===== config.mk =====
export PLATFORM = sky130hd
export DESIGN_NAME = aes128_host_ctrl
export DESIGN_NICKNAME = d
export VERILOG_FILES = /design/src/rtl/aes128_host_ctrl.sv
export SDC_FILE = /design/constraint.sdc
export NUM_CORES = 1
export LEC_CHECK = 0
export CAP_MARGIN = 20
export CORE_ASPECT_RATIO = 2
export CORE_MARGIN = 3
export CORE_UTILIZATION = 26
export CTS_BUF_LIST = sky130_fd_sc_hd__clkbuf_16
export DETAILED_ROUTE_END_ITERATION = 16
export GPL_ROUTABILITY_DRIVEN = 0
export PLACE_DENSITY = 0.55
export SETUP_SLACK_MARGIN = 0.1
export SKIP_LAST_GASP = 1
export SLEW_MARGIN = 20
export SYNTH_ARGS = -nofsm -noshare
export SYNTH_HDL_FRONTEND = slang
export SYNTH_SLANG_ARGS = --single-unit

===== constraint.sdc =====
create_clock -name clk -period 5.47 [get_ports clk]
set_clock_uncertainty 0.05 [all_clocks]
set_input_delay 0.8205 -clock clk [delete_from_list [all_inputs] [get_ports clk]]
set_output_delay 0.8205 -clock clk [all_outputs]
set_load 0.01 [all_outputs]

===== src/rtl/aes128_host_ctrl.sv =====
// Host-side initiator for the AES128 core: key/mode load, credit-limited block issue, result FIFO.
// Optional watchdog enabled by defining AES_HOST_TIMEOUT_EN.
//
// state    | meaning
// IDLE     | no valid key; waiting for cfg_load
// KEY_REQ  | one-cycle aes_en pulse to start key expansion
// KEY_GAP  | one cycle to let a stale aes_rk_ready fall
// KEY_WAIT | waiting for aes_rk_ready
// READY    | round keys valid; blocks may be issued
// DRAIN    | re-key requested; waiting for in-flight blocks to return
module aes128_host_ctrl #(
   parameter int unsigned FIFO_DEPTH     = 4,
   parameter int unsigned TIMEOUT_CYCLES = 1024
) (
   input  logic         clk,
   input  logic         rstn,
   input  logic         cfg_load,
   input  logic [127:0] cfg_key,
   input  logic         cfg_decrypt,
   output logic         cfg_ready,
   output logic         key_ok,
   input  logic         s_valid,
   output logic         s_ready,
   input  logic [127:0] s_data,
   output logic         m_valid,
   input  logic         m_ready,
   output logic [127:0] m_data,
   output logic         aes_en,
   output logic [127:0] aes_key,
   output logic         aes_slt,
   output logic         aes_din_valid,
   output logic [127:0] aes_din,
   input  logic         aes_rk_ready,
   input  logic         aes_dout_valid,
   input  logic [127:0] aes_dout,
   output logic         err_ovf,
   output logic         err_timeout
);

   localparam int unsigned CW = $clog2(FIFO_DEPTH + 1);
   localparam int unsigned AW = $clog2(FIFO_DEPTH);

   if (FIFO_DEPTH < 2 || (FIFO_DEPTH & (FIFO_DEPTH - 1)) != 0 || TIMEOUT_CYCLES < 2) begin : g_param_check
      $error("aes128_host_ctrl: FIFO_DEPTH must be a power of 2 >= 2, TIMEOUT_CYCLES >= 2");
   end

   typedef enum logic [2:0] {IDLE, KEY_REQ, KEY_GAP, KEY_WAIT, READY, DRAIN} state_t;

   state_t         state;
   logic [CW-1:0]  inflight;
   logic [CW-1:0]  fifo_count;
   logic [AW-1:0]  wr_ptr;
   logic [AW-1:0]  rd_ptr;
   logic [127:0]   mem [FIFO_DEPTH];
   logic [CW:0]    load;
   logic           credit, hs, pop, push, full, cfg_acc, wd_fire;

   // Blocks in the core plus blocks buffered must fit the FIFO: the core cannot be stalled.
   assign load    = {1'b0, inflight} + {1'b0, fifo_count};
   assign credit  = load < (CW+1)'(FIFO_DEPTH);
   assign s_ready = (state == READY) && credit;
   assign hs      = s_valid && s_ready;
   assign full    = fifo_count == CW'(FIFO_DEPTH);
   assign m_valid = fifo_count != '0;
   assign m_data  = mem[rd_ptr];
   assign pop     = m_valid && m_ready;
   assign push    = aes_dout_valid && (!full || pop);
   assign cfg_acc = cfg_load && cfg_ready;

`ifdef AES_HOST_TIMEOUT_EN
   localparam int unsigned TW = $clog2(TIMEOUT_CYCLES + 1);
   logic [TW-1:0] wd_cnt;
   state_t        wd_state;
   logic          wd_active, wd_reload;

   // The reload cycle itself counts as the first watched cycle, hence the -2.
   assign wd_active = (state == KEY_WAIT) || ((state == READY || state == DRAIN) && inflight != '0);
   assign wd_reload = !wd_active || aes_dout_valid || (state != wd_state);
   assign wd_fire   = wd_active && !wd_reload && (wd_cnt == '0);

   always_ff @(posedge clk or negedge rstn) begin
      if (!rstn) begin
         wd_cnt   <= TW'(TIMEOUT_CYCLES - 2);
         wd_state <= IDLE;
      end else begin
         wd_state <= state;
         if (wd_reload)
            wd_cnt <= TW'(TIMEOUT_CYCLES - 2);
         else if (wd_cnt != '0)
            wd_cnt <= wd_cnt - TW'(1);
      end
   end
`else
   assign wd_fire = 1'b0;
`endif

   always_ff @(posedge clk or negedge rstn) begin
      if (!rstn) begin
         state         <= IDLE;
         cfg_ready     <= 1'b0;
         key_ok        <= 1'b0;
         aes_en        <= 1'b0;
         aes_key       <= '0;
         aes_slt       <= 1'b0;
         aes_din_valid <= 1'b0;
         aes_din       <= '0;
         inflight      <= '0;
         err_timeout   <= 1'b0;
      end else begin
         aes_en        <= 1'b0;
         aes_din_valid <= hs;
         if (hs)
            aes_din <= s_data;

         if (hs && !(aes_dout_valid && inflight != '0))
            inflight <= inflight + CW'(1);
         else if (!hs && aes_dout_valid && inflight != '0)
            inflight <= inflight - CW'(1);

         case (state)
            IDLE: begin
               cfg_ready <= 1'b1;
               if (cfg_acc) begin
                  aes_key   <= cfg_key;
                  aes_slt   <= cfg_decrypt;
                  cfg_ready <= 1'b0;
                  aes_en    <= 1'b1;
                  state     <= KEY_REQ;
               end
            end
            KEY_REQ: state <= KEY_GAP;
            KEY_GAP: state <= KEY_WAIT;
            KEY_WAIT: begin
               if (aes_rk_ready) begin
                  key_ok    <= 1'b1;
                  cfg_ready <= 1'b1;
                  state     <= READY;
               end
            end
            READY: begin
               if (cfg_acc) begin
                  aes_key   <= cfg_key;
                  aes_slt   <= cfg_decrypt;
                  cfg_ready <= 1'b0;
                  key_ok    <= 1'b0;
                  state     <= DRAIN;
               end
            end
            DRAIN: begin
               if (inflight == '0) begin
                  aes_en <= 1'b1;
                  state  <= KEY_REQ;
               end
            end
            default: state <= IDLE;
         endcase

         if (wd_fire) begin
            err_timeout <= 1'b1;
            inflight    <= '0;
            cfg_ready   <= 1'b1;
            key_ok      <= 1'b0;
            aes_en      <= 1'b0;
            state       <= IDLE;
         end
      end
   end

   always_ff @(posedge clk or negedge rstn) begin
      if (!rstn) begin
         for (int i = 0; i < int'(FIFO_DEPTH); i++)
            mem[i] <= '0;
         wr_ptr     <= '0;
         rd_ptr     <= '0;
         fifo_count <= '0;
         err_ovf    <= 1'b0;
      end else begin
         if (push) begin
            mem[wr_ptr] <= aes_dout;
            wr_ptr      <= wr_ptr + AW'(1);
         end
         if (pop)
            rd_ptr <= rd_ptr + AW'(1);
         if (push && !pop)
            fifo_count <= fifo_count + CW'(1);
         else if (pop && !push)
            fifo_count <= fifo_count - CW'(1);
         if (aes_dout_valid && full && !pop)
            err_ovf <= 1'b1;
      end
   end

endmodule


* After elaboration in Yosys (flattened, before gate mapping) *
Cells that the tools add are included.
Widths: inputs -> output; s select.

operators by class
  add/sub/neg operators = 7
  $lt $le $gt $ge = 4
  eq/ne operators = 10
  muxes and demuxes = 23
  bitwise gates (word level) = 2
  reductions and logical operators = 33

operators by type and width
  cell                 count
  $bwmux 512           1
  $mux 128             3
  $bmux 128 s2         1
  $demux 128 s2        1
  $mux 3               8
  $pmux 3 s6           1
  $logic_and 1x1->1    14
  $eq 3x3->1 const B   3
  $reduce_bool 3->1    3
  $ne 2x2->1 const B   4
  $add 3x1->3 const B  2
  $eq 3x2->1 const B   2
  $ge 3x3->1 const B   2
  $logic_not 3->1      2
  $not 2->3            2
  $reduce_and 3->1     2
  $reduce_bool 2->1    3
  $sub 3x1->3 const B  2
  $logic_not 1->1      5
  $mux 1               5
  $add 2x1->2 const B  2
  $add 3x3->4          1
  $lt 4x3->1 const B   1
  $pmux 1 s2           2
  7 further kinds      7

word-level totals
  bits in registers = 787
  input port bits = 392
  output and inout port bits = 393
  logic and storage cells = 96

* Depth between registers and ports, before layout *
Gate-level depths: netlist of the first run.

  depth after elaboration = 9
  gate-level depth with buffers = 8
  gate-level depth less buffers = 8

* Worst setup path before layout of the first run *
OpenSTA, ideal clock, no wires.

  path kind = register -> register
  start = register inflight[2]
  end = register inflight[2]
  library setup time = 0.087 ns
  arrival time = 2.476 ns
  data required time = 5.333 ns
  path slack = 2.857 ns
  stages on the path, launching flop included = 9
  path buffers = 0
  clock period less this slack = 2.613 ns
  path through = dfrtp_1 > ha_1 > or4_4 > nor4_1 > o21ai_0 > fa_1 > nor3b_1 > o21a_1 > a211oi_2

between the ends
  word-level cells in the longest chain between the ends = 8
  elaborated cells on any way between the ends = 16
  those cells by class = add/sub (3); order compare (1); mux (2); reduce/logical (10)

RTL lines
  item                                line  text
  start, declared                     50    logic [CW-1:0] inflight;
  start signal, assigned              116   inflight <= inflight + CW'(1);
  start signal, assigned              118   inflight <= inflight - CW'(1);
  $add 3x3->4 *                       59    assign load = {1'b0, inflight} + {1'b0, fifo_count};
  $lt 4x3->1 *                        60    assign credit = load < (CW+1)'(FIFO_DEPTH);
  $logic_and 1x1->1 *                 61    assign s_ready = (state == READY) && credit;
  $logic_and 1x1->1 *                 62    assign hs = s_valid && s_ready;
  named net hs                        56    logic credit, hs, pop, push, full, cfg_acc, wd_fire;
  $logic_not 1->1                     117   else if (!hs && aes_dout_valid && inflight != '0)
  $logic_and 1x1->1 (2 in a row)      117
  $reduce_bool 2->1 (no source line)  -

The timed path passes the listed nets; every way through them passes the cells marked *. The select of a mux whose other input is x is not followed.
A chain may end at the register's enable or synchronous reset.

* Worst setup path after layout of the first run *
  start = register rd_ptr[0]
  end = output port m_data[42]

between the ends
  word-level cells in the longest chain between the ends = 4

RTL lines
  item                                         line  text
  start, declared                              53    logic [AW-1:0] rd_ptr;
  start signal, assigned                       183   rd_ptr <= rd_ptr + AW'(1);
  $not 2->3 (implied by the code)              65    assign m_data = mem[rd_ptr];
  $bmux 128 s2                                 65
  $mux 128 (implied by the code) (2 in a row)  65
  end, declared                                27    output logic [127:0] m_data,

No other way between the ends. The select of a mux whose other input is x is not followed.

==> results.json, run 1 <==
{
  "outcome": "complete, no violations",
  "routed_wl_um": 104000,
  "finalHoldViolations": 0,
  "finalSetupViolations": 0,
  "timing.rr.end": "inflight[2]",
  "track_usage_pct": 15.85,
  "ant_nets": 0,
  "clkSinkCount": 787,
  "synthAdderAreaFrac_pct": 0.3908,
  "die_height_um": 507.2,
  "critPathMaxFanout": 34,
  "die_w_um": 256.6,
  "drive_gt1_share_pct": 30.26,
  "synth_area_um2": 32660,
  "grt_max_degree": 130,
  "seq_power_share_pct": 36.9,
  "synth_top_family_by_area": "multiplexers",
  "ys.flop_type": "dfrtp_1",
  "ff_latch_area_um2": 19700,
  "yosysSeqAreaShare_pct": 60.30,
  "synth_edf_count": 0,
  "synth_compound_area_share_pct": 0.3448,
  "synth_area_leaders": "dfrtp_1 60%, mux2_2 21%, mux4_2 8.8%, nand2_1 4.6%, buf_2 0.93%",
  "synth_nets": 2559,
  "peakVddDrop_mv": 0.2934,
  "cap_violations": 0,
  "fillers": 12210,
  "vias": 20640,
  "p_leak_nw": 18.84,
  "grt_pass1_vias": 22860,
  "ys_ff_latch": 787,
  "p_int_mw": 19.19,
  "drc_errors": 0,
  "critPathMaxStageDelay_ps": 970,
  "grt_pass1_wl_um": 155100,
  "powerDensity_nw_per_um2": 629.2,
  "worst_pin_slew_ps": 1115,
  "crit_family": "flip-flops",
  "r2r_setup_slack_ps": 2500,
  "cp_slowest_cell": "dfrtp_4",
  "core_um2": 124600,
  "drtPass1Iterations": 4,
  "cp.buffers_inverters": 2,
  "yosys.area.top_type": "dfrtp_1",
  "stdcell_area_um2": 44820,
  "crit_arrival_ps": 3180,
  "insertion_delay_ps": 640,
  "postCtsSetupBuffers": 0,
  "io_buffers": 783,
  "async_reset_ff_share_pct": 100.0,
  "synth-xor-area-share_pct": 0.1877,
  "synth_top_area_share_pct": 60.30,
  "cts_tree": "yes",
  "initial_core_util_pct": 26.22,
  "cts-root-buf": "clkbuf_16",
  "final.min_clock_period_ps": 4051,
  "place_area_um2": 42260,
  "grt-ovfl-total": 0,
  "htreeDepth": 3,
  "rsz0062_at_grt": "no",
  "ys_warn_count": 0,
  "dpl.hpwl_um": 72380,
  "max_slew_margin_pct": 25.65,
  "timing.rr.start": "inflight[2]",
  "antenna_found_initial": 45,
  "cts_hold_buf": 0,
  "cts_buffers": 80,
  "crit_required_ps": 4600,
  "drt_iter0_drc": 799,
  "synth_most_common_cell": "dfrtp_1",
  "clk_pin_slew_worst_paths_ps": 60,
  "synth_mux_area_share_pct": 30.99,
  "clockBufferDepth": 3,
  "hp-class": "input port to asynchronous set/reset pin",
  "cts-resized-gates": 0,
  "p_sw_mw": 9.012,
  "multi_input_area_um2": 12170,
  "tns_ps": 0,
  "pwr-share-clk_pct": 19.3,
  "slew_violations": 0,
  "syn_to_final_growth_pct": 37.23,
  "crit_path_start_kind": "flop",
  "critPathKind": "flop to output pin",
  "viasPerCell": 4.428,
  "syn_avg_cell_area_um2": 15.13,
  "fmax_mhz": 246.8,
  "die-area_um2": 130200,
  "fin_crit_sh_pct": 74.07,
  "yosys-top-cells-count": "787 x dfrtp_1, 616 x mux2_2, 396 x nand2_1",
  "synth_cell_types": 41,
  "syn_inst": 2158,
  "rr_worst_depth": 8,
  "routedWlPerCell_um": 22.32,
  "endpoint_kind": "output pin",
  "switching_share_pct": 31.96,
  "synthSimpleGateAreaFrac_pct": 5.145,
  "p_comb_share_pct": 43.8,
  "row_count": 183,
  "nets": 3326,
  "path_cells": "buf_4 > mux4_2 > clkdlybuf4s50_1",
  "io_pins": 785
}
cell families (layout without fill, tap and decap cells):
family	after synthesis	count (layout)
buffers and inverters	137	966
adder cells (fa/ha/maj)	9	9
flip-flops	787	787
multiplexers	771	771
AO/OA/AOI/OAI	18	18
other	1	10
AND/OR/NAND/NOR	428	428
XOR/XNOR	7	7
final cells by class:
type                       instances  area share, %
antenna                            9        0.05025
timing repair buffer             817          18.52
clock inverter                    62          1.050
tap                             1665          4.648
clock buffer                      82          4.578
inverter                           5        0.04188
sequential                       787          43.96
multi-input combinational       1234          27.15
power by group through the flow:
stage / clock, mW / sequential [mW] / combinational (mW)
5_1_grt: 5.91 / 10.8 / 13.3
6_report: 5.45 / 10.4 / 12.4
3_5_place_dp: 0 / 10.5 / 12.6
3_3_place_gp: 0 / 10.4 / 12.5
4_1_cts: 5.72 / 10.4 / 12.7
2_1_floorplan: 0 / 10.3 / 6.50
sequential cells by signal (all words and copies together) (netlist names):
signal,flops
mem,512
aes_din,128
aes_key,128
fifo_count,3
inflight,3
state,3
rd_ptr,2
wr_ptr,2
aes_din_valid,1
aes_en,1
aes_slt,1
cfg_ready,1
err_ovf,1
key_ok,1
routing by layer:
layer | vias up | track usage (%) | wire (um)
li1 | 9136 | - | -
met1 | 10580 | 18.07 | 40060
met2 | 736 | 27.73 | 51940
met3 | 172 | 6.206 | 9704
met4 | 14 | 4.060 | 2213
met5 | - | 0 | 94
placed cells by master, fill, tap and decap left out, types with 5 or more instances in the layout:
master / Yosys / routed
nor2_1: 9 / 9
buf_4: 31 / 17
mux4_2: 128 / 128
clkinv_2: 0 / 10
clkinv_1: 0 / 18
diode_2: 0 / 9
ha_1: 7 / 7
mux2_2: 616 / 616
nand2_1: 396 / 391
inv_1: 5 / 20
clkinvlp_4: 0 / 5
clkbuf_16: 0 / 82
nor3_1: 6 / 5
clkdlybuf4s50_1: 0 / 782
dfrtp_1: 787 / 785
buf_12: 0 / 16
mux2_1: 26 / 26
o21ai_0: 7 / 7
bufinv_16: 0 / 5
xnor2_1: 5 / 5
worst max-delay path by stage:
stage	cells past startpoint	slack (ps)	start	to
floorplan	8	2860	inflight[2]	inflight[2]
global placement	6	1830	aes_dout_valid	mem[242]
detailed placement	6	1790	aes_dout_valid	mem[219]
CTS	3	1200	rd_ptr[0]	m_data[42]
global route	3	1180	rd_ptr[0]	m_data[26]
finish	3	1420	rd_ptr[0]	m_data[42]
worst reg2reg max path: cells and delay by family (launching register included):
kind                       cells  cell delay, ps
and+or+nand+nor                3            1030
adders and majority gates      2             820
AOI/OAI and AO/OA              3             540
DFF                            1             450
per-stage QoR:
| step | hold WS, ps | setup slack [ps] | util [%] | power [mW] | instances |
|---|---|---|---|---|---|
| 2_1_floorplan | 409.4 | 2857 | - | 16.77 | 2158 |
| 3_5_place_dp | 404.5 | 1785 | 33.93 | 23.14 | 4507 |
| 6_report | 167.6 | 1419 | 35.98 | 28.20 | 4661 |
| 4_1_cts | 131.8 | 1201 | 35.95 | 28.83 | 4651 |
| 3_3_place_gp | 398.8 | 1835 | 33.93 | 22.95 | 4507 |
| 5_1_grt | 178.1 | 1179 | 35.97 | 29.97 | 4657 |
No activity file was read; power rests on OpenSTA's default activity.
==> run 2: changes to the inputs <==
--- a/config.mk
+++ b/config.mk
@@ -12,7 +12,7 @@
 export CTS_BUF_LIST = sky130_fd_sc_hd__clkbuf_16
 export DETAILED_ROUTE_END_ITERATION = 16
 export GPL_ROUTABILITY_DRIVEN = 0
-export PLACE_DENSITY = 0.55
+export PLACE_DENSITY = 0.57
 export SETUP_SLACK_MARGIN = 0.1
 export SKIP_LAST_GASP = 1
 export SLEW_MARGIN = 20
==> constraint.sdc (replaced) <==
create_clock -name clk -period 3.66 [get_ports clk]
set_clock_uncertainty 0.05 [all_clocks]
set_input_delay 0.549 -clock clk [delete_from_list [all_inputs] [get_ports clk]]
set_output_delay 0.549 -clock clk [all_outputs]
set_load 0.01 [all_outputs]
==> run 2 against run 1 <==
Sequential power increased by 48%. Largest cell class unchanged. Via count increased by 1.2%. Combinational power increased by 53%.
==> results.json, run 2 (synthesis gave the netlist of run 1 again) <==
{
  "outcome": "complete, no violations",
  "utilization_pct": 36.52,
  "fin_crit_sh_pct": 92.07,
  "cts_buffers": 79,
  "worstHoldPathCells": 3,
  "track_usage_pct": 15.85,
  "crit_required_ps": 3060,
  "crit_arrival_ps": 2770,
  "hold_end": "aes_din[15]",
  "critPathKind": "flop to output pin",
  "grt_pass1_wl_um": 155600,
  "finalHoldViolations": 0,
  "antenna_found_initial": 29,
  "use_met3_pct": 5.927,
  "die-area_um2": 130200,
  "core_um2": 124600,
  "r2r_setup_slack_ps": 640,
  "layout_common_cells": "785 x dfrtp_1, 781 x clkdlybuf4s50_1, 616 x mux2_2",
  "drc_errors": 0,
  "vias": 20880,
  "grt_use_met2_pct": 27.49,
  "crit_path_start_kind": "flop",
  "top_regs": "mem (512), aes_din (128), aes_key (128)",
  "io_pins": 785,
  "insertion_delay_ps": 660,
  "drt_iter0_drc": 792,
  "peakVddDrop_mv": 0.5748,
  "nets": 3377,
  "cts-root-buf": "clkbuf_16",
  "top_register": "mem",
  "htreeDepth": 3,
  "initial_core_util_pct": 26.22,
  "grt.met1_usage_pct": 18.46,
  "drive_gt1_share_pct": 31.41,
  "timing.rr.end": "inflight[2]",
  "row_count": 183,
  "dp.cells": 4556,
  "viasPerCell": 4.429,
  "clkSinkCount": 787,
  "p_leak_nw": 19.21,
  "tns_ps": 0,
  "routed_wl_um": 104100,
  "final_common_cell": "dfrtp_1",
  "finalSetupViolations": 0,
  "hold_start": "s_data[15]",
  "grt_pass1_vias": 23100,
  "cts_tree": "yes",
  "largest_reg_flops": 512,
  "busiest_layer": "met2",
  "powerDensity_nw_per_um2": 932.4,
  "clockBufferDepth": 3,
  "rr_worst_depth": 8,
  "max_slew_margin_pct": 39.79,
  "timing.rr.start": "inflight[2]",
  "die_height_um": 507.2,
  "endpoint_kind": "output pin",
  "final.min_clock_period_ps": 3370,
  "clk_pin_slew_worst_paths_ps": 70,
  "stdcell_count": 4715,
  "cap_violations": 0,
  "routedWlPerCell_um": 22.09,
  "slew_violations": 0,
  "hp-class": "input port to flop",
  "syn_to_final_growth_pct": 39.28,
  "die_w_um": 256.6,
  "grt-ovfl-total": 0,
  "dpl.hpwl_um": 75200,
  "grt_max_degree": 121,
  "critPathMaxFanout": 25,
  "drtPass1Iterations": 5,
  "rsz0062_at_grt": "no",
  "worst_pin_slew_ps": 903.1,
  "ant_nets": 0,
  "io_buffers": 783,
  "fmax_mhz": 296.7,
  "whs_ps": 361.6
}
run 2: through the flow:
| step | area, um^2 | power (mW) | worst slack, ps |
|---|---|---|---|
| after global placement | 42900 | 34.53 | 670.8 |
| after detailed placement | 42900 | 34.83 | 633.1 |
| after CTS | 45450 | 43.27 | 63.32 |
| final | 45490 | 42.41 | 290.1 |
| after global routing | 45470 | 45.00 | 104.6 |
| after floorplan | 32660 | 25.07 | 1047 |
run 2: worst max-delay path by stage:
| stage | startpoint | cells after the start | slack, ps | end |
|---|---|---|---|---|
| detailed placement | m_ready | 7 | 630 | mem[83] |
| floorplan | inflight[2] | 8 | 1050 | inflight[2] |
| global route | rd_ptr[0] | 3 | 100 | m_data[22] |
| global placement | m_ready | 7 | 670 | mem[97] |
| finish | rd_ptr[0] | 3 | 290 | m_data[113] |
| CTS | inflight[2] | 4 | 60 | s_ready |
run 2: final cells by class:
cell class	count	area [um^2]
fillers	12130	79070
flip-flops and latches	787	19700
multi-input cells	1234	12170
repair buffers	869	9001
well taps	1665	2083
clock buffers	79	1977
clock inverters	66	515.5
diodes	10	25.02
inverters	5	18.77
run 2: worst max-delay path: stages (launching register included):
cell,delay (ps)
dfrtp_4,680
buf_12,290
mux4_2,540
clkdlybuf4s50_1,550
run 2: metal layers:
layer,wire (um),vias to the layer above
met5,84,-
met4,2044,12
met3,9791,135
met2,51950,729
met1,40270,10780
li1,-,9231
run 2: timing repair:
| action | CTS | global route |
|---|---|---|
| hold endpoints to repair | 45 | 0 |
| endpoints found under the setup margin | 89 | 1 |
| resized for setup | 1 | 1 |
| pin swaps | 0 | 1 |
| buffers inserted | 2 | 1 |
| hold buffers | 1 | 0 |
run 2: power breakdown:
| group | total [mW] | internal [mW] | switching [mW] | leakage (nW) |
|---|---|---|---|---|
| Combinational | 19.0 | 11.5 | 7.54 | 8.51 |
| Sequential | 15.4 | 13.1 | 2.33 | 9.44 |
| Clock | 8.01 | 4.28 | 3.73 | 1.26 |
==> run 3: changes to the inputs <==
--- a/config.mk
+++ b/config.mk
@@ -12,7 +12,7 @@
 export CTS_BUF_LIST = sky130_fd_sc_hd__clkbuf_16
 export DETAILED_ROUTE_END_ITERATION = 16
 export GPL_ROUTABILITY_DRIVEN = 0
-export PLACE_DENSITY = 0.57
+export PLACE_DENSITY = 0.49
 export SETUP_SLACK_MARGIN = 0.1
 export SKIP_LAST_GASP = 1
 export SLEW_MARGIN = 20
==> run 3 against run 2 <==
Cell count is 0.30% lower. Sequential power hardly changed. Combinational power is 2% higher. Clock power is 4.9% lower. Critical path type unchanged. Largest cell class unchanged. Via count is 1.1% higher. Die area stayed put. First-iteration DRC count is 0.25% higher. Largest power group unchanged. Clock-buffer cell count is 3 higher.
==> results.json, run 3 (synthesis gave the netlist of run 1 again) <==
{
  "crit_required_ps": 3060,
  "hp-class": "input port to flop",
  "top_regs": "mem (512), aes_din (128), aes_key (128)",
  "clkSinkCount": 787,
  "clk_pin_slew_worst_paths_ps": 70,
  "finalHoldViolations": 0,
  "grt_pass1_vias": 24450,
  "routed_wl_um": 109700,
  "crit_path_start_kind": "flop",
  "grt-ovfl-total": 0,
  "vias": 21110,
  "powerDensity_nw_per_um2": 942.1,
  "grt_max_degree": 130,
  "core_um2": 124600,
  "endpoint": "m_data[46]",
  "final.min_clock_period_ps": 3395,
  "row_count": 183,
  "fmax_mhz": 294.6,
  "timing.rr.start": "inflight[2]",
  "seq_power_share_pct": 36.4,
  "pwr-share-clk_pct": 17.9,
  "finalSetupViolations": 0,
  "fillers": 12110,
  "crit_arrival_ps": 2800,
  "stdcell_area_um2": 45100,
  "p_comb_share_pct": 45.7,
  "peakVddDrop_mv": 0.4730,
  "htreeDepth": 3,
  "nets": 3356,
  "layout_common_cells": "785 x dfrtp_1, 780 x clkdlybuf4s50_1, 616 x mux2_2",
  "cts-root-buf": "clkbuf_16",
  "p_int_mw": 28.57,
  "place_area_um2": 42660,
  "switching_share_pct": 32.74,
  "fin_crit_sh_pct": 92.75,
  "power.total_mw": 42.49,
  "drive_gt1_share_pct": 30.51,
  "insertion_delay_ps": 630,
  "final_common_cell": "dfrtp_1",
  "slew_violations": 0,
  "drc_errors": 0,
  "ant_nets": 0,
  "clockBufferDepth": 3,
  "initial_core_util_pct": 26.22,
  "routedWlPerCell_um": 23.33,
  "io_pins": 785,
  "critPathKind": "flop to output pin",
  "timing.rr.end": "inflight[1]",
  "max_slew_margin_pct": 42.17,
  "drtPass1Iterations": 4,
  "r2r_setup_slack_ps": 740,
  "cts_buffers": 79,
  "drt_iter0_drc": 794,
  "worst_pin_slew_ps": 867.4,
  "critPathMaxFanout": 42,
  "antenna_found_initial": 41,
  "cap_violations": 0,
  "p_leak_nw": 19.07,
  "die_w_um": 256.6,
  "tns_ps": 0,
  "rsz0062_at_grt": "yes",
  "outcome": "complete, no violations",
  "grt_pass1_wl_um": 164500,
  "top_register": "mem",
  "syn_to_final_growth_pct": 38.09,
  "viasPerCell": 4.491,
  "track_usage_pct": 16.79,
  "die-area_um2": 130200,
  "largest_reg_flops": 512,
  "rr_worst_depth": 8,
  "worstSetupStartpoint": "rd_ptr[0]",
  "die_height_um": 507.2,
  "p_sw_mw": 13.91,
  "dpl.hpwl_um": 79470,
  "cts_tree": "yes",
  "endpoint_kind": "output pin",
  "io_buffers": 783
}
run 3: cell types whose count changed in the layout (fill, tap and decap cells not counted), moves of 3 or more:
cell	previous run	this run
clkinvlp_4	4	1
inv_1	17	33
clkbuf_16	79	82
clkinv_2	12	7
buf_12	39	30
diode_2	10	21
buf_4	45	32
bufinv_16	4	1
clkinv_1	22	16
run 3: how the worst min path moves through the flow:
stage,from,to,cells after the start
3_3_place_gp,aes_din[99],aes_din[99],2
2_1_floorplan,rstn,aes_din[0],0
5_1_grt,s_data[109],aes_din[109],3
3_5_place_dp,aes_din[27],aes_din[27],2
4_1_cts,s_data[15],aes_din[15],3
6_report,s_data[126],aes_din[126],3
run 3: per-stage QoR:
| stage | util [%] | instances | setup WS (ps) | hold slack (ps) |
|---|---|---|---|---|
| 5_1_grt | 36.20 | 4696 | 85.80 | 347.0 |
| 3_5_place_dp | 34.25 | 4536 | 526.1 | 404.6 |
| 2_1_floorplan | - | 2158 | 1047 | 203.4 |
| 3_3_place_gp | 34.25 | 4536 | 453.5 | 400.4 |
| 4_1_cts | 36.15 | 4680 | 125.0 | 313.6 |
| 6_report | 36.21 | 4701 | 265.3 | 388.6 |
run 3: repair_timing:
item | in CTS | in global routing
gates cloned | 0 | 0
hold endpoints to repair | 60 | 0
hold buffers | 1 | 0
buffers inserted | 2 | 0
setup endpoints to repair | 19 | 3
gates resized for setup | 1 | 3
run 3: routing by layer:
layer	up-vias	track usage [%]	wire [um]	part of all wire [%]
met5	-	0	149	0.14
li1	9200	-	-	-
met1	10970	18.52	41020	37
met4	22	5.880	2842	2.6
met3	170	6.301	9294	8.5
met2	748	29.55	56340	51
run 3: final cells by class:
type	instances	area [um^2]	share of cell area [%]
flip-flops and latches	787	19700	43.69
multi-input cells	1234	12160	26.96
repair buffers	848	8733	19.37
well taps	1665	2083	4.619
clock buffers	82	2052	4.550
clock inverters	59	297.8	0.6603
diodes	21	52.55	0.1165
inverters	5	18.77	0.04162
run 3: power by group through the flow:
stage / Combinational (mW) / Clock (mW) / Sequential, mW
after detailed placement: 19.8 / 0 / 15.6
after floorplan: 9.71 / 0 / 15.4
after global routing: 20.8 / 8.32 / 16.0
after global placement: 19.4 / 0 / 15.3
final: 19.4 / 7.62 / 15.5
after CTS: 19.9 / 8.01 / 15.5
run 3: worst max-delay path: stages (launching register included):
cell	delay, ps
dfrtp_4	580
buf_12	360
mux4_2	620
clkdlybuf4s50_1	520
==> variant 1, RTL diff (settings of run 2) <==
Change the parameter `FIFO_DEPTH` from 4 to 2.
--- a/src/rtl/aes128_host_ctrl.sv
+++ b/src/rtl/aes128_host_ctrl.sv
@@ -11,3 +11,3 @@
 module aes128_host_ctrl #(
-   parameter int unsigned FIFO_DEPTH     = 4,
+   parameter int unsigned FIFO_DEPTH     = 2,
    parameter int unsigned TIMEOUT_CYCLES = 1024
Check against the original RTL: not equivalent (Yosys sat finds a counterexample within 4 cycles, from zero or initial values and one cycle with rstn low).
==> variant 1 against run 2 <==
Total power shrank 30%; synthesized cell count shrank 40%; largest cell class unchanged; area after synthesis shrank 33%; worst setup slack gained 0.12 ns; utilization grew 2.7 points; die area shrank 33%; sequential cell count shrank 260; design area shrank 29%; highest routed layer unchanged; maximum frequency grew 3.8%; count of clock-buffer cells in the layout shrank 25; wire length shrank 28%; sequential power shrank 32%.
==> variant 1: results (changes against run 2) <==
| Metric | Value |
|---|---|
| Met1 layer usage reported by global route | 16.7% (-1.7 points) |
| Minimum setup slack after placement | 0.587 ns (-0.0461 ns) |
| End point of the critical path | m_data[122] |
| Nets in the synthesized netlist | 1691 (-34%) |
| Result of the run | complete, no violations |
| Worst reg2reg setup slack | 0.76 ns (+0.12 ns) |
| Registers with the most flip-flops | mem: 256 flops, aes_din: 128 flops, aes_key: 128 flops |
| Met3 WL post-DR | 6.78 mm (-31%) |
| Fillers | 7794 (-36%) |
| Critical path's largest stage delay | 0.77 ns (+0.09 ns) |
| Depth of the worst register-to-register path | 6 (-2) |
| Capturing point of the worst reg2reg path | aes_din[63] |
| Share of the synthesized area in the top cell type | 60.6% (+0.34 points) |
| Hold Slack | 0.435 ns (+0.0739 ns) |
| Worst IR Drop VDD | 0.483 mV (-16%) |
| Compound-cell area share of the yosys netlist | 0.472% (+0.13 points) |
| Most frequent cells after synthesis | sky130_fd_sc_hd__mux2_2 (543), sky130_fd_sc_hd__dfrtp_1 (527), sky130_fd_sc_hd__mux2_4 (98) |
| Initial antenna violation count | 25 (-14%) |
| WL met2 | 39.6 mm (-24%) |
| Reg2reg start | fifo_count[0] |
| Vias after detailed routing | 14100 (-32%) |
| Timing startpoint of the critical path | rd_ptr |
| Adder and majority cell fraction of the synthesized area | 0.150% (-0.24 points) |
| Synth area leaders | sky130_fd_sc_hd__dfrtp_1 (61%), sky130_fd_sc_hd__mux2_2 (28%), sky130_fd_sc_hd__mux2_4 (6.8%) |
| Sequential element share of the synthesized area | 60.6% (+0.34 points) |
| Arrival time of data at the critical path endpoint | 2.65 ns (-0.12 ns) |
| Share of the synthesized netlist area taken by xor and xnor gates | 0.242% (+0.054 points) |
| Async S/R FF share, synth | 100% (unchanged) |
| Total clock buffers created by CTS | 53 (-33%) |
| Grt met2 use | 30.3% (+2.8 points) |
| Vias per inst | 4.40 (-0.75%) |
| Mux contribution to synthesized area | 34.9% (+3.9 points) |
| Number of DRC markers after the initial detailed-route iteration | 580 (-27%) |
| Crit-path max FO | 22 (-12%) |
| Max Clock Freq | 308 MHz (+3.8%) |
| Worst slew margin relative to its limit | 38.4% (-1.4 points) |
| Fraction of final layout cells sized beyond drive strength 1 | 35.2% (+3.8 points) |
| Number of iterations in the first detailed-routing pass | 6 (+1) |
| Static Leakage | 13.5 nW (-30%) |
| Met3 Track Usage GR | 5.96% (+0.031 points) |
| Endpoint with the worst hold slack | err_ovf |
| Post-CTS repair timing setup buffer count | 1 (-1) |
| Min-Delay Path Depth | 1 (-2) |
| Number of instances in the synthesized netlist | 1297 (-40%) |
| Routed length per instance | 23.2 um (+5.2%) |
| Yosys cell types | 36 (-12%) |
| # resized after CTS | 3 (+2) |
| Clock insertion delay at the later pin of the skew report | 0.60 ns (-0.06 ns) |
| Final HPWL from detailed placement | 56.6 mm (-25%) |
| Placed instance area | 30800 um2 (-28%) |
| Worst hold path class | register to register |
| Level count of the clock H-tree | 2 (-1) |
==> variant 1: cell types whose count changed after synthesis, sizes merged, moves of 4 or more <==
cell    delta
and2       +4
buf       -52
clkbuf     -5
dfrtp    -260
ha         -6
mux4     -128
nand2    -392
nor2       -5
nor2b      +4
nor3       -6
o21ai      -7
==> variant 1: area by class of cell <==
class	count	area (um2)	area share (%)
diodes	19	47.5	0.146
well taps	1057	1320	4.07
clock buffers	54	1350	4.16
clock inverters	43	282	0.867
repair buffers	820	8310	25.6
multi-input cells	693	7970	24.5
flip-flops and latches	527	13200	40.6
inverters	2	7.51	0.0231
==> variant 1: where the power goes <==
| part | total [W] | internal (W) | switching, W |
|---|---|---|---|
| clock | 0.00525 | 0.00288 | 0.00237 |
| sequential | 0.0105 | 0.00876 | 0.00176 |
| combinational | 0.0140 | 0.00864 | 0.00535 |
| total | 0.0298 | 0.0203 | 0.00948 |
==> variant 2, RTL diff (config.mk and constraints of run 2) <==
Without the edit above. Encoding of `state_t`: now Gray code (3 bits for 6 states).
--- a/src/rtl/aes128_host_ctrl.sv
+++ b/src/rtl/aes128_host_ctrl.sv
@@ -46,3 +46,3 @@
 
-   typedef enum logic [2:0] {IDLE, KEY_REQ, KEY_GAP, KEY_WAIT, READY, DRAIN} state_t;
+   typedef enum logic [2:0] {IDLE = 3'b000, KEY_REQ = 3'b001, KEY_GAP = 3'b011, KEY_WAIT = 3'b010, READY = 3'b110, DRAIN = 3'b111} state_t;
 
Function: same outputs for any inputs over 4 cycles, from zero or initial values and one cycle with rstn low; so few cycles prove little.
==> variant 2 against run 2 <==
Worst setup slack got worse by 0.051 ns; sequential cell count did not move; hold slack improved by 0.057 ns; wire length rose by 6.2%; via count fell by 4.6%; design area rose by 0.35%; non-clock buffer count fell by 24; area after synthesis rose by 1.5%; total power rose by 4.8%; critical path type unchanged; highest routed layer unchanged.
==> variant 2: results (changes against run 2) <==
| Metric | Value |
|---|---|
| Vias after detailed routing | 19900 (-4.6%) |
| Met3 Track Usage GR | 8.39% (+2.5 points) |
| Nets@finish | 3087 (-8.6%) |
| Met1 layer usage reported by global route | 17.1% (-1.4 points) |
| Worst reg2reg setup slack | 1.07 ns (+0.43 ns) |
| Wire length of the first global-routing pass | 161 mm (+3.5%) |
| Slowest stage cell, crit path | sky130_fd_sc_hd__clkdlybuf4s50_1 |
| WL met2 | 56.1 mm (+8.0%) |
| Yosys cell types | 38 (-7.3%) |
| Internal power | 0.0301 W (+4.5%) |
| Met3 WL post-DR | 12.9 mm (+31%) |
| Synth area leaders | sky130_fd_sc_hd__dfrtp_1 (59%), sky130_fd_sc_hd__mux2_2 (22%), sky130_fd_sc_hd__mux4_2 (8.7%) |
| Endpoint with the worst hold slack | err_ovf |
| Mux contribution to synthesized area | 36.0% (+5.0 points) |
| Static Leakage | 19.0 nW (-1.0%) |
| Worst hold path class | register to register |
| Number of iterations in the first detailed-routing pass | 4 (-1) |
| Result of the run | complete, no violations |
| Fraction of final layout cells sized beyond drive strength 1 | 38.5% (+7.0 points) |
| Post-CTS repair timing setup buffer count | 0 (-2) |
| Vias in the first global route | 22300 (-3.5%) |
| Number of DRC markers after the initial detailed-route iteration | 771 (-2.7%) |
| Power attributed to combinational cells | 0.0207 W (+9%) |
| Largest net degree at the start of global routing | 90 (-26%) |
| Part of the cycle the worst path needs | 93.5% (+1.4 points) |
| Adder and majority cell fraction of the synthesized area | 0.385% (-0.0059 points) |
| # resized after CTS | 0 (-1) |
| Grt met2 use | 29.3% (+1.8 points) |
| Worst Hold Launch | err_ovf |
| Number of placed instances with taps included | 4277 (-6.1%) |
| Power share of the clock group | 18.3% (-0.6 points) |
| Final HPWL from detailed placement | 81.7 mm (+8.7%) |
| Compound-cell area share of the yosys netlist | 0.223% (-0.12 points) |
| Depth of the worst register-to-register path | 9 (+1) |
| Combined global-route utilization of all metal layers | 16.6% (+0.74 points) |
| Total clock buffers created by CTS | 80 (+1.3%) |
| Most frequent cells after synthesis | sky130_fd_sc_hd__dfrtp_1 (787), sky130_fd_sc_hd__mux2_2 (644), sky130_fd_sc_hd__mux4_2 (128) |
| Reg power frac | 35.0% (-1.3 points) |
| End point of the critical path | m_data[120] |
| Hold Slack | 0.419 ns (+0.0572 ns) |
==> variant 2: cell types whose count changed in the layout (fill, tap and decap cells not counted), moves of 8 or more <==
cell / change
sky130_fd_sc_hd__buf_12: -11
sky130_fd_sc_hd__mux2_2: +28
sky130_fd_sc_hd__inv_1: +8
sky130_fd_sc_hd__buf_4: -13
sky130_fd_sc_hd__nand2_1: -382
sky130_fd_sc_hd__mux2_4: +99
sky130_fd_sc_hd__clkinv_1: -10
sky130_fd_sc_hd__diode_2: +16
==> variant 2: area by class of cell <==
cell class,instances,area (um2)
tap,1674,2090
clock buffer,81,2030
multi-input combinational,965,12500
timing repair buffer,845,8680
clock inverter,63,539
inverter,7,26.3
sequential,787,19700
antenna,26,65.1
fill,12100,80500
==> variant 2: cells by family after synthesis <==
| group | after synthesis |
|---|---|
| compound gates | 13 |
| xor+xnor | 10 |
| fa+ha+maj | 9 |
| buf+inv | 123 |
| flops | 787 |
| mux | 900 |
| other cells | 1 |
| simple gates | 32 |
